$ cat config.mk
export PLATFORM = sky130hd
export DESIGN_NAME = rr_arb_mux
export DESIGN_NICKNAME = d
export VERILOG_FILES = /design/src/rtl/rr_arb_mux.sv
export SDC_FILE = /design/constraint.sdc
export NUM_CORES = 1
export LEC_CHECK = 0
export BUFFER_PORTS_ARGS = -buffer_cell sky130_fd_sc_hd__buf_2
export CAP_MARGIN = 0
export CORE_MARGIN = 1.5
export CORE_UTILIZATION = 28
export DETAILED_ROUTE_END_ITERATION = 8
export PLACE_DENSITY = 0.62
export SLEW_MARGIN = 20
export SYNTH_ARGS = -nofsm -noshare
export SYNTH_HDL_FRONTEND = slang
export SYNTH_SLANG_ARGS = --single-unit
$ cat constraint.sdc
create_clock -name clk -period 2.5 [get_ports clk]
set_input_delay 0.5 -clock clk [delete_from_list [all_inputs] [get_ports clk]]
set_output_delay 0.5 -clock clk [all_outputs]
set_load 0.005 [all_outputs]
$ cat src/rtl/rr_arb_mux.sv
// N:1 streaming multiplexer with selectable round-robin / fixed-priority arbitration
// and a single registered output stage (valid/ready on both sides).
module rr_arb_mux #(
    parameter  int NCH   = 4,
    parameter  int WIDTH = 8,
    localparam int CW    = $clog2(NCH)
) (
    input  logic                 clk,
    input  logic                 rst,
    input  logic                 rr_en,
    input  logic [NCH*WIDTH-1:0] in_data,
    input  logic [NCH-1:0]       in_valid,
    output logic [NCH-1:0]       in_ready,
    output logic [WIDTH-1:0]     out_data,
    output logic [CW-1:0]        out_ch,
    output logic                 out_valid,
    input  logic                 out_ready
);

    logic [WIDTH-1:0] data_q,  data_d;
    logic [CW-1:0]    ch_q,    ch_d;
    logic [CW-1:0]    last_q,  last_d;
    logic             valid_q, valid_d;

    logic             load;
    logic             xfer;
    logic             gnt_any;
    logic [CW-1:0]    gnt_idx;
    logic [NCH-1:0]   grant;
    logic [WIDTH-1:0] gnt_data;

    // Round-robin search starts just after the last granted channel and wraps.
    always_comb begin
        int idx;
        idx     = 0;
        gnt_any = 1'b0;
        gnt_idx = '0;
        grant   = '0;
        if (rr_en) begin
            for (int k = 1; k <= NCH; k++) begin
                idx = int'(last_q) + k;
                if (idx >= NCH) idx = idx - NCH;
                if (!gnt_any && in_valid[idx]) begin
                    gnt_any = 1'b1;
                    gnt_idx = CW'(idx);
                end
            end
        end else begin
            for (int i = NCH - 1; i >= 0; i--) begin
                if (in_valid[i]) begin
                    gnt_any = 1'b1;
                    gnt_idx = CW'(i);
                end
            end
        end
        if (gnt_any) grant[gnt_idx] = 1'b1;
    end

    always_comb begin
        gnt_data = '0;
        for (int i = 0; i < NCH; i++) begin
            if (grant[i]) gnt_data = in_data[i*WIDTH +: WIDTH];
        end
    end

    assign load     = !valid_q || out_ready;
    assign xfer     = !rst && load && gnt_any;
    assign in_ready = {NCH{xfer}} & grant;

    always_comb begin
        data_d  = data_q;
        ch_d    = ch_q;
        last_d  = last_q;
        valid_d = valid_q;
        if (xfer) begin
            data_d  = gnt_data;
            ch_d    = gnt_idx;
            last_d  = gnt_idx;
            valid_d = 1'b1;
        end else if (valid_q && out_ready) begin
            valid_d = 1'b0;
        end
    end

    // Reset discards any held word and gives channel 0 top round-robin priority.
    always_ff @(posedge clk) begin
        if (rst) begin
            data_q  <= '0;
            ch_q    <= '0;
            last_q  <= CW'(NCH - 1);
            valid_q <= 1'b0;
        end else begin
            data_q  <= data_d;
            ch_q    <= ch_d;
            last_q  <= last_d;
            valid_q <= valid_d;
        end
    end

    assign out_data  = data_q;
    assign out_ch    = ch_q;
    assign out_valid = valid_q;

endmodule
## Yosys cells after proc, flatten, opt, wreduce, memory -nomap -nowiden

Index checks and enable logic that the tools add are counted.

| word-level totals | value |
|---|---|
| flip-flop bits (word level) | 13 |
| latch bits | 0 |
| RAM bits | 0 |
| bits in read-only memories | 0 |
| input port bits | 40 |
| output and inout bits | 15 |
| logic and storage cells | 87 |
| memories | 0 |

| operators by class | value |
|---|---|
| $add $sub $neg | 8 |
| $mul | 0 |
| div/mod/pow operators | 0 |
| $lt $le $gt $ge | 10 |
| equality and inequality tests | 0 |
| shift operators | 0 |
| mux-type cells | 50 |
| bitwise gates (word level) | 1 |
| reductions and logical operators | 14 |

Operator list:

| cell | count |
|---|---|
| 2-to-1 mux 32 bit | 8 |
| less-than comparator 32 x 4 -> 1 bit, second input constant | 4 |
| 2-to-1 mux 8 bit | 4 |
| 2-to-1 mux 1 bit | 23 |
| 2-to-1 mux 2 bit | 9 |
| subtractor 3 x 3 -> 4 bit, second input constant | 3 |
| greater-or-equal comparator 3 bit, second input constant | 3 |
| binary-select mux 1 bit (select 2 bit) | 4 |
| logical AND 1 bit | 7 |
| adder 2 x 2 -> 3 bit, second input constant | 2 |
| zero test 1 bit | 5 |
| subtractor 4 x 3 -> 5 bit, second input constant | 1 |
| adder 2 x 3 -> 4 bit, second input constant | 1 |
| bitwise AND 4 bit | 1 |
| greater-or-equal comparator 4 x 3 -> 1 bit, second input constant | 1 |
| 2-to-1 mux 4 bit | 1 |
| adder 2 x 1 -> 3 bit, second input constant | 1 |
| less-than comparator 2 x 3 -> 1 bit, second input constant | 1 |
| demux 1 bit (select 2 bit) | 1 |
| greater-or-equal comparator 2 x 1 -> 1 bit, second input constant | 1 |
| nonzero test 2 bit | 1 |
| logical OR 1 bit | 1 |

## Logic depth before layout (Yosys ltp)

Gate-level depths: netlist (run 1).

| depth | value |
|---|---|
| depth in word-level cells | 30 |
| gate-level depth with buffers | 7 |

## Least setup slack after synthesis (run 1)

Ideal clock, no wire load.

| path | value |
|---|---|
| path kind | input to output |
| start | input port in_valid[1] |
| end | output port in_ready[2] |
| data arrival time | 1.622 ns |
| setup slack | 0.378 ns |
| stages on the path | 6 |
| path buffers | 2 |
| path through | or2_1 > buf_6 > o211a_4 > or2_0 > buf_6 > nor4_1 |

| on the way | value |
|---|---|
| word-level cells in the longest chain between the ends | 23 |

RTL lines:

| item | RTL line | source |
|---|---|---|
| start: declaration | 12 | `input logic [NCH-1:0] in_valid,` |
| binary-select mux 1 bit (select 2 bit) | 43 | `if (!gnt_any && in_valid[idx]) begin` |
| 2-to-1 mux 1 bit (implied by the code) (2 in a row) | 43 |  |
| 2-to-1 mux 1 bit | 43 |  |
| 2-to-1 mux 1 bit | 39 | `if (rr_en) begin` |
| zero test 1 bit | 43 |  |
| logical AND 1 bit | 43 |  |
| 2-to-1 mux 1 bit | 43 |  |
| 2-to-1 mux 1 bit | 39 |  |
| [... 6 more ...] | - |  |
| 2-to-1 mux 2 bit | 43 |  |
| 2-to-1 mux 2 bit | 39 |  |
| less-than comparator 2 x 3 -> 1 bit (implied by the code) or greater-or-equal comparator 2 x 1 -> 1 bit (tied branches) | 56 | `if (gnt_any) grant[gnt_idx] = 1'b1;` |
| logical AND 1 bit (implied by the code) | 56 |  |
| 2-to-1 mux 1 bit (implied by the code) | 56 |  |
| demux 1 bit (select 2 bit) | 56 |  |
| 2-to-1 mux 4 bit | 56 |  |
| bitwise AND 4 bit * | 68 | `assign in_ready = {NCH{xfer}} & grant;` |
| end: declaration | 13 | `output logic [NCH-1:0] in_ready,` |

Every way passes the cells marked *; elsewhere a longest branch is shown, timed or not. The select of a mux whose other input is x is not followed.

## Final worst setup path (run 1)

| path | value |
|---|---|
| start | register last_q[1] |
| end | output port in_ready[1] |

| on the way | value |
|---|---|
| word-level cells in the longest chain between the ends | 27 |

RTL lines:

| item | RTL line | source |
|---|---|---|
| start: declaration | 22 | `logic [CW-1:0] last_q, last_d;` |
| start signal: assignment | 90 | `last_q <= CW'(NCH - 1);` |
| start signal: assignment | 95 | `last_q <= last_d;` |
| adder 2 x 1 -> 3 bit | 41 | `idx = int'(last_q) + k;` |
| subtractor 3 x 3 -> 4 bit or greater-or-equal comparator 3 bit (tied branches) | 42 | `if (idx >= NCH) idx = idx - NCH;` |
| 2-to-1 mux 32 bit | 42 |  |
| 2-to-1 mux 32 bit | 39 |  |
| binary-select mux 1 bit (select 2 bit) | 43 |  |
| 2-to-1 mux 1 bit (implied by the code) (2 in a row) | 43 |  |
| 2-to-1 mux 1 bit | 43 |  |
| 2-to-1 mux 1 bit | 39 |  |
| [... 10 more ...] | - |  |
| 2-to-1 mux 2 bit | 43 |  |
| 2-to-1 mux 2 bit | 39 |  |
| less-than comparator 2 x 3 -> 1 bit (implied by the code) or greater-or-equal comparator 2 x 1 -> 1 bit (tied branches) | 56 |  |
| logical AND 1 bit (implied by the code) | 56 |  |
| 2-to-1 mux 1 bit (implied by the code) | 56 |  |
| demux 1 bit (select 2 bit) | 56 |  |
| 2-to-1 mux 4 bit | 56 |  |
| bitwise AND 4 bit * | 68 |  |

Marked as above.

==> results of run 1 <==
path summary, 6_finish.rpt:
path | start | endpoint | cells past startpoint
worst min-delay path | out_ch[1] | out_ch[1] | 2
worst min register to register | out_ch[1] | out_ch[1] | 2
worst max register to register | last_q[1] | out_data[4] | 6
worst max-delay path | last_q[1] | in_ready[1] | 5
cell type report:
type / count / area share, %
flip-flops and latches: 13 / 20.1
clock buffers: 4 / 2.03
inverters: 8 / 2.31
multi-input cells: 100 / 45.3
repair buffers: 63 / 26.0
well taps: 44 / 4.24
per-stage QoR:
stage	area (um^2)	cells	hold WS [ns]	util, %
final	1300	232	0.455	41.8
after global routing	1300	232	0.497	41.8
after CTS	1300	232	0.457	41.8
after detailed placement	1270	228	0.445	41.0
after global placement	1270	228	0.445	41.0
after floorplan	936	130	0.453	-
layer usage:
layer	GRT usage [%]	up-vias	wire length, um
li1	-	595	-
met3	2.56	8	204
met5	0	-	0
met4	7.14	0	49
met2	26.1	46	1240
met1	21.2	512	1410
Yosys cell counts:
cell / n / share of area (%)
nand4b_1: 1 / 0.94
a211oi_1: 3 / 2.4
nor2_1: 11 / 4.4
o211a_4: 1 / 1.9
a31oi_1: 1 / 0.67
a211o_1: 7 / 6.6
nor3_1: 7 / 3.7
nand3b_1: 1 / 0.80
nor2b_1: 1 / 0.67
mux2i_1: 1 / 1.1
nand2b_1: 3 / 2.0
inv_1: 8 / 3.2
nor4_1: 4 / 2.7
a2bb2oi_1: 2 / 1.9
o21ai_0: 3 / 1.6
nor3b_1: 1 / 0.80
buf_6: 3 / 3.6
o2bb2ai_1: 1 / 0.94
or2_1: 1 / 0.67
or2_2: 1 / 0.67
a21boi_1: 1 / 0.80
o22ai_1: 7 / 4.7
nand2_1: 26 / 10
o32ai_1: 1 / 0.94
o21bai_1: 1 / 0.80
clkbuf_1: 5 / 2.0
buf_2: 1 / 0.53
o21ai_1: 1 / 0.53
a21oi_1: 4 / 2.1
a311oi_1: 8 / 7.5
or2_0: 1 / 0.67
dfxtp_1: 13 / 28
logic make-up after synthesis:
kind of cell | after synthesis
AND/OR/NAND/NOR | 58
AO/OA/AOI/OAI | 41
buffers and inverters | 17
flip-flops | 13
multiplexers | 1
worst min-delay path, delay by kind of cell, from the launching register on:
kind,cells,cell delay [ns]
and+or+nand+nor,1,0.05
DFF,1,0.32
AOI/OAI and AO/OA,1,0.05
state kept, by name, summed over array words and instances, names as in the netlist:
register	flops
out_ch	2
out_valid	1
last_q	2
out_data	8
power breakdown:
part / switching, mW / leakage [nW] / total, mW / internal, mW
combinational: 0.111 / 0.525 / 0.216 / 0.105
clock: 0.0766 / 0.0150 / 0.139 / 0.0619
sequential: 0.0143 / 0.108 / 0.244 / 0.229
==> flow_summary.json, run 1 <==
{
  "synth_warnings": 0,
  "timing.critical_path.buf_inv": 1,
  "area.sequential_um2": 260,
  "rsz0062_at_grt": "false",
  "grt_pass1_wl_um": 4500,
  "drive_above_1_share_pct": 36.2,
  "cts_hold_buffers": 0,
  "synth_xor_area_share_pct": 0,
  "path_max_fanout": 7,
  "ys_seq_area_share_pct": 27.8,
  "p_total_mw": 0.598,
  "start_util_pct": 30.2,
  "synth_compound_area_share_pct": 33.3,
  "cts.sinks": 13,
  "core-area_um2": 3100,
  "drv_cap": 0,
  "hp-class": "register to register",
  "vias": 1161,
  "die_w_um": 60.8,
  "ys_ff_latch": 13,
  "nNetsFinal": 229,
  "grt_antenna_before_repair": 0,
  "area_growth_pct": 38.6,
  "powerDensity_nw_per_um2": 461,
  "wl_per_cell_um": 12.5,
  "hold_viol_final": 0,
  "critPathKind": "register to primary output",
  "tns_ns": 0,
  "post_cts_buffers": 0,
  "overflow": 0,
  "max_stage_delay_ns": 0.38,
  "postSynthCellCount": 130,
  "n_fill_cell": 360,
  "critPathCaptureType": "primary output",
  "finalClockSkew_ns": 0.0133,
  "ir_drop_mv": 0.119,
  "cts_made_buffers": 3,
  "post_synth_and_or_nand_nor_area_fraction_pct": 28.5,
  "vias_per_cell": 5.00,
  "clk_path_buf_depth": 2,
  "r2r_slack_ns": 0.53,
  "dp_slack_ns": 0.286,
  "max-slew-margin-rel_pct": 68.2,
  "drt-pass1-iter-count": 4,
  "syn_nets": 170,
  "std_cell_rows": 20,
  "grt_pass1_vias": 1055,
  "syn_avg_cell_area_um2": 7.20,
  "outcome": "complete, no violations",
  "final_antenna_net_count": 0,
  "drt_wl_total_um": 2900,
  "min_period_over_period_pct": 93.4,
  "syn_area_um2": 936,
  "cts_root_buffer": "clkbuf_4",
  "max_freq_mhz": 428,
  "drv_slew": 0,
  "multi_input_area_um2": 588,
  "antenna_cells": 0,
  "crit_path_cell_trace": "nand2b_1, o32ai_1, a2bb2oi_1, nor4_1, buf_2",
  "clk_latency_ns": 0.29,
  "synth.distinct_cells": 32,
  "cp_slowest_cell": "dfxtp_1",
  "io_buffers": 54,
  "layout_setup_ws_ns": 0.166,
  "layout_commonest_cell": "buf_2",
  "drcViolationCount": 0,
  "synth_adder_area_share_pct": 0,
  "crit_required_ns": 2.00,
  "cp.arrival_ns": 1.83,
  "final_cell_mix": "buf_2, nand2_1, dfxtp_1, nor2_1, buf_4",
  "leakagePower_nw": 0.648,
  "worst_pin_slew_ns": 0.475,
  "drtIter0Drc": 67,
  "io_pins": 55,
  "grt_max_degree": 18,
  "worst_setup_path_start_kind": "register",
  "synthMuxAreaShare_pct": 1.07,
  "grt_use_total_pct": 16.1,
  "die_h_um": 60.8,
  "setup_viol": 0,
  "synth_top_family_by_area": "compound AO/OA/AOI/OAI gates",
  "post_cts_resized": 0,
  "fin_crit_ns": 2.33,
  "critPathTopFamily": "compound AO/OA/AOI/OAI gates",
  "routabilityCongestion": 0.772,
  "cts_tree": "yes",
  "hpwl_um": 2250,
  "h-tree-depth": 1,
  "fp.dieArea_um2": 3700,
  "path_clk_slew_ns": 0.10
}
(Power assumes the default switching activity.)
==> inputs of run 2 (changes only) <==
==> constraint.sdc (replaced) <==
create_clock -name clk -period 2.55 [get_ports clk]
set_input_delay 0.51 -clock clk [delete_from_list [all_inputs] [get_ports clk]]
set_output_delay 0.51 -clock clk [all_outputs]
set_load 0.005 [all_outputs]
==> run 2 against run 1 <==
Cell count did not move. Critical endpoint unchanged. Die area did not move. Sequential cell count did not move. Largest power group unchanged. First-iteration DRC count fell by 22%.
==> flow_summary.json, run 2 (same netlist as run 1, synthesis figures left out) <==
{
  "drive_above_1_share_pct": 36.2,
  "clkPwrFrac_pct": 22.1,
  "min-delay-start": "out_ch[1]",
  "cts.sinks": 13,
  "area_growth_pct": 38.6,
  "regToRegEndpoint": "out_data[7]",
  "core-area_um2": 3100,
  "cts_root_buffer": "clkbuf_4",
  "cp_slowest_cell": "dfxtp_1",
  "rsz0062_at_grt": "false",
  "drv_cap": 0,
  "critPathKind": "register to primary output",
  "start_util_pct": 30.2,
  "clk_latency_ns": 0.28,
  "worst_setup_path_start_kind": "register",
  "crit_path_cell_trace": "nand2b_1, o211a_4, buf_4, nor2_1, nor4_1, buf_2",
  "swShare_pct": 33.0,
  "routabilityCongestion": 0.763,
  "largest_reg_flops": 8,
  "path_max_fanout": 9,
  "grt_max_degree": 20,
  "powerDensity_nw_per_um2": 446,
  "leakagePower_nw": 0.648,
  "fin_crit_ns": 2.34,
  "drt_wl_total_um": 2920,
  "setup_viol": 0,
  "vias_per_cell": 4.94,
  "grt_pass1_wl_um": 4500,
  "cts_tree": "yes",
  "tns_ns": 0,
  "grt_antenna_before_repair": 0,
  "r2r_cells": 6,
  "vias": 1146,
  "hpwl_um": 2230,
  "drtIter0Drc": 52,
  "max-slew-margin-rel_pct": 70.8,
  "hp-class": "register to register",
  "std_cell_rows": 20,
  "io_pins": 55,
  "outcome": "complete, no violations",
  "wl_per_cell_um": 12.6,
  "overflow": 0,
  "max_stage_delay_ns": 0.47,
  "p_int_mw": 0.388,
  "grt_pass1_vias": 1025,
  "power_frac_comb_pct": 36.7,
  "post_cts_resized": 0,
  "final_cell_mix": "buf_2, nand2_1, dfxtp_1, nor2_1, buf_4",
  "critPathCaptureType": "primary output",
  "min_period_over_period_pct": 91.9,
  "layout_commonest_cell": "buf_2",
  "reg2reg_from": "last_q[1]",
  "hold_depth": 2,
  "cts_hold_buffers": 0,
  "ir_drop_mv": 0.127,
  "h-tree-depth": 1,
  "fp.dieArea_um2": 3700,
  "path_clk_slew_ns": 0.09,
  "power_frac_seq_pct": 41.2,
  "crit_required_ns": 2.04,
  "finalClockSkew_ns": 0.0104,
  "final_antenna_net_count": 0,
  "r2r_slack_ns": 0.59,
  "worst_pin_slew_ns": 0.436,
  "drv_slew": 0,
  "cts_made_buffers": 3,
  "antenna_cells": 0,
  "cp.arrival_ns": 1.83,
  "max_freq_mhz": 427,
  "die_w_um": 60.8,
  "drt-pass1-iter-count": 4,
  "drcViolationCount": 0,
  "holdPathEnd": "out_ch[1]",
  "p_switching_mw": 0.191,
  "clk_path_buf_depth": 2,
  "nNetsFinal": 229,
  "hold-worst-slack_ns": 0.458,
  "die_h_um": 60.8,
  "io_buffers": 54,
  "post_cts_buffers": 0,
  "grt_use_total_pct": 16.2,
  "hold_viol_final": 0
}
==> run 2: layout make-up <==
cell class | instances | area, um^2
Fill cell | 333 | 1810
Multi-Input combinational cell | 100 | 588
Timing Repair Buffer | 63 | 338
Sequential cell | 13 | 260
Tap cell | 44 | 55.1
Inverter | 8 | 30.0
Clock buffer | 4 | 26.3
==> run 2: power groups by stage <==
stage / Combinational (mW) / Sequential (mW) / Clock (mW)
2_1_floorplan: 0.125 / 0.244 / 0
3_3_place_gp: 0.213 / 0.243 / 0
3_5_place_dp: 0.213 / 0.244 / 0
4_1_cts: 0.213 / 0.239 / 0.136
5_1_grt: 0.239 / 0.241 / 0.150
6_report: 0.213 / 0.239 / 0.128
==> run 2: worst max-delay path, delay by kind of cell, from the launching register on <==
kind | cells | cell delay, ns
AO/OA/AOI/OAI | 1 | 0.23
AND/OR/NAND/NOR | 3 | 0.53
flip-flops | 1 | 0.47
buffers and inverters | 2 | 0.33
==> run 2: how the worst max path moves through the flow <==
stage           startpoint          end  slack [ns]  depth (start not counted)
6_report         last_q[1]  in_ready[1]        0.21                          6
5_1_grt          last_q[1]  in_ready[1]        0.05                          6
4_1_cts          last_q[1]  in_ready[1]        0.20                          5
3_5_place_dp   in_valid[1]  in_ready[1]        0.32                          7
3_3_place_gp   in_valid[1]  in_ready[1]        0.34                          7
2_1_floorplan  in_valid[1]  in_ready[2]        0.41                          6
==> run 2: stage by stage <==
step / setup WS, ns / util, % / total power, mW / cells / area [um^2]
after floorplan: 0.408 / - / 0.369 / 130 / 936
after global placement: 0.339 / 41.0 / 0.456 / 228 / 1270
after detailed placement: 0.321 / 41.0 / 0.456 / 228 / 1270
after CTS: 0.204 / 41.8 / 0.588 / 232 / 1300
after global routing: 0.0509 / 41.8 / 0.631 / 232 / 1300
final: 0.205 / 41.8 / 0.579 / 232 / 1300
==> run 2: routing by layer <==
metal / track usage, % / part of all wire [%]
met1: 21.6 / 48
met5: 0 / 0
met4: 5.59 / 0.45
met3: 2.77 / 7.5
met2: 26.4 / 44
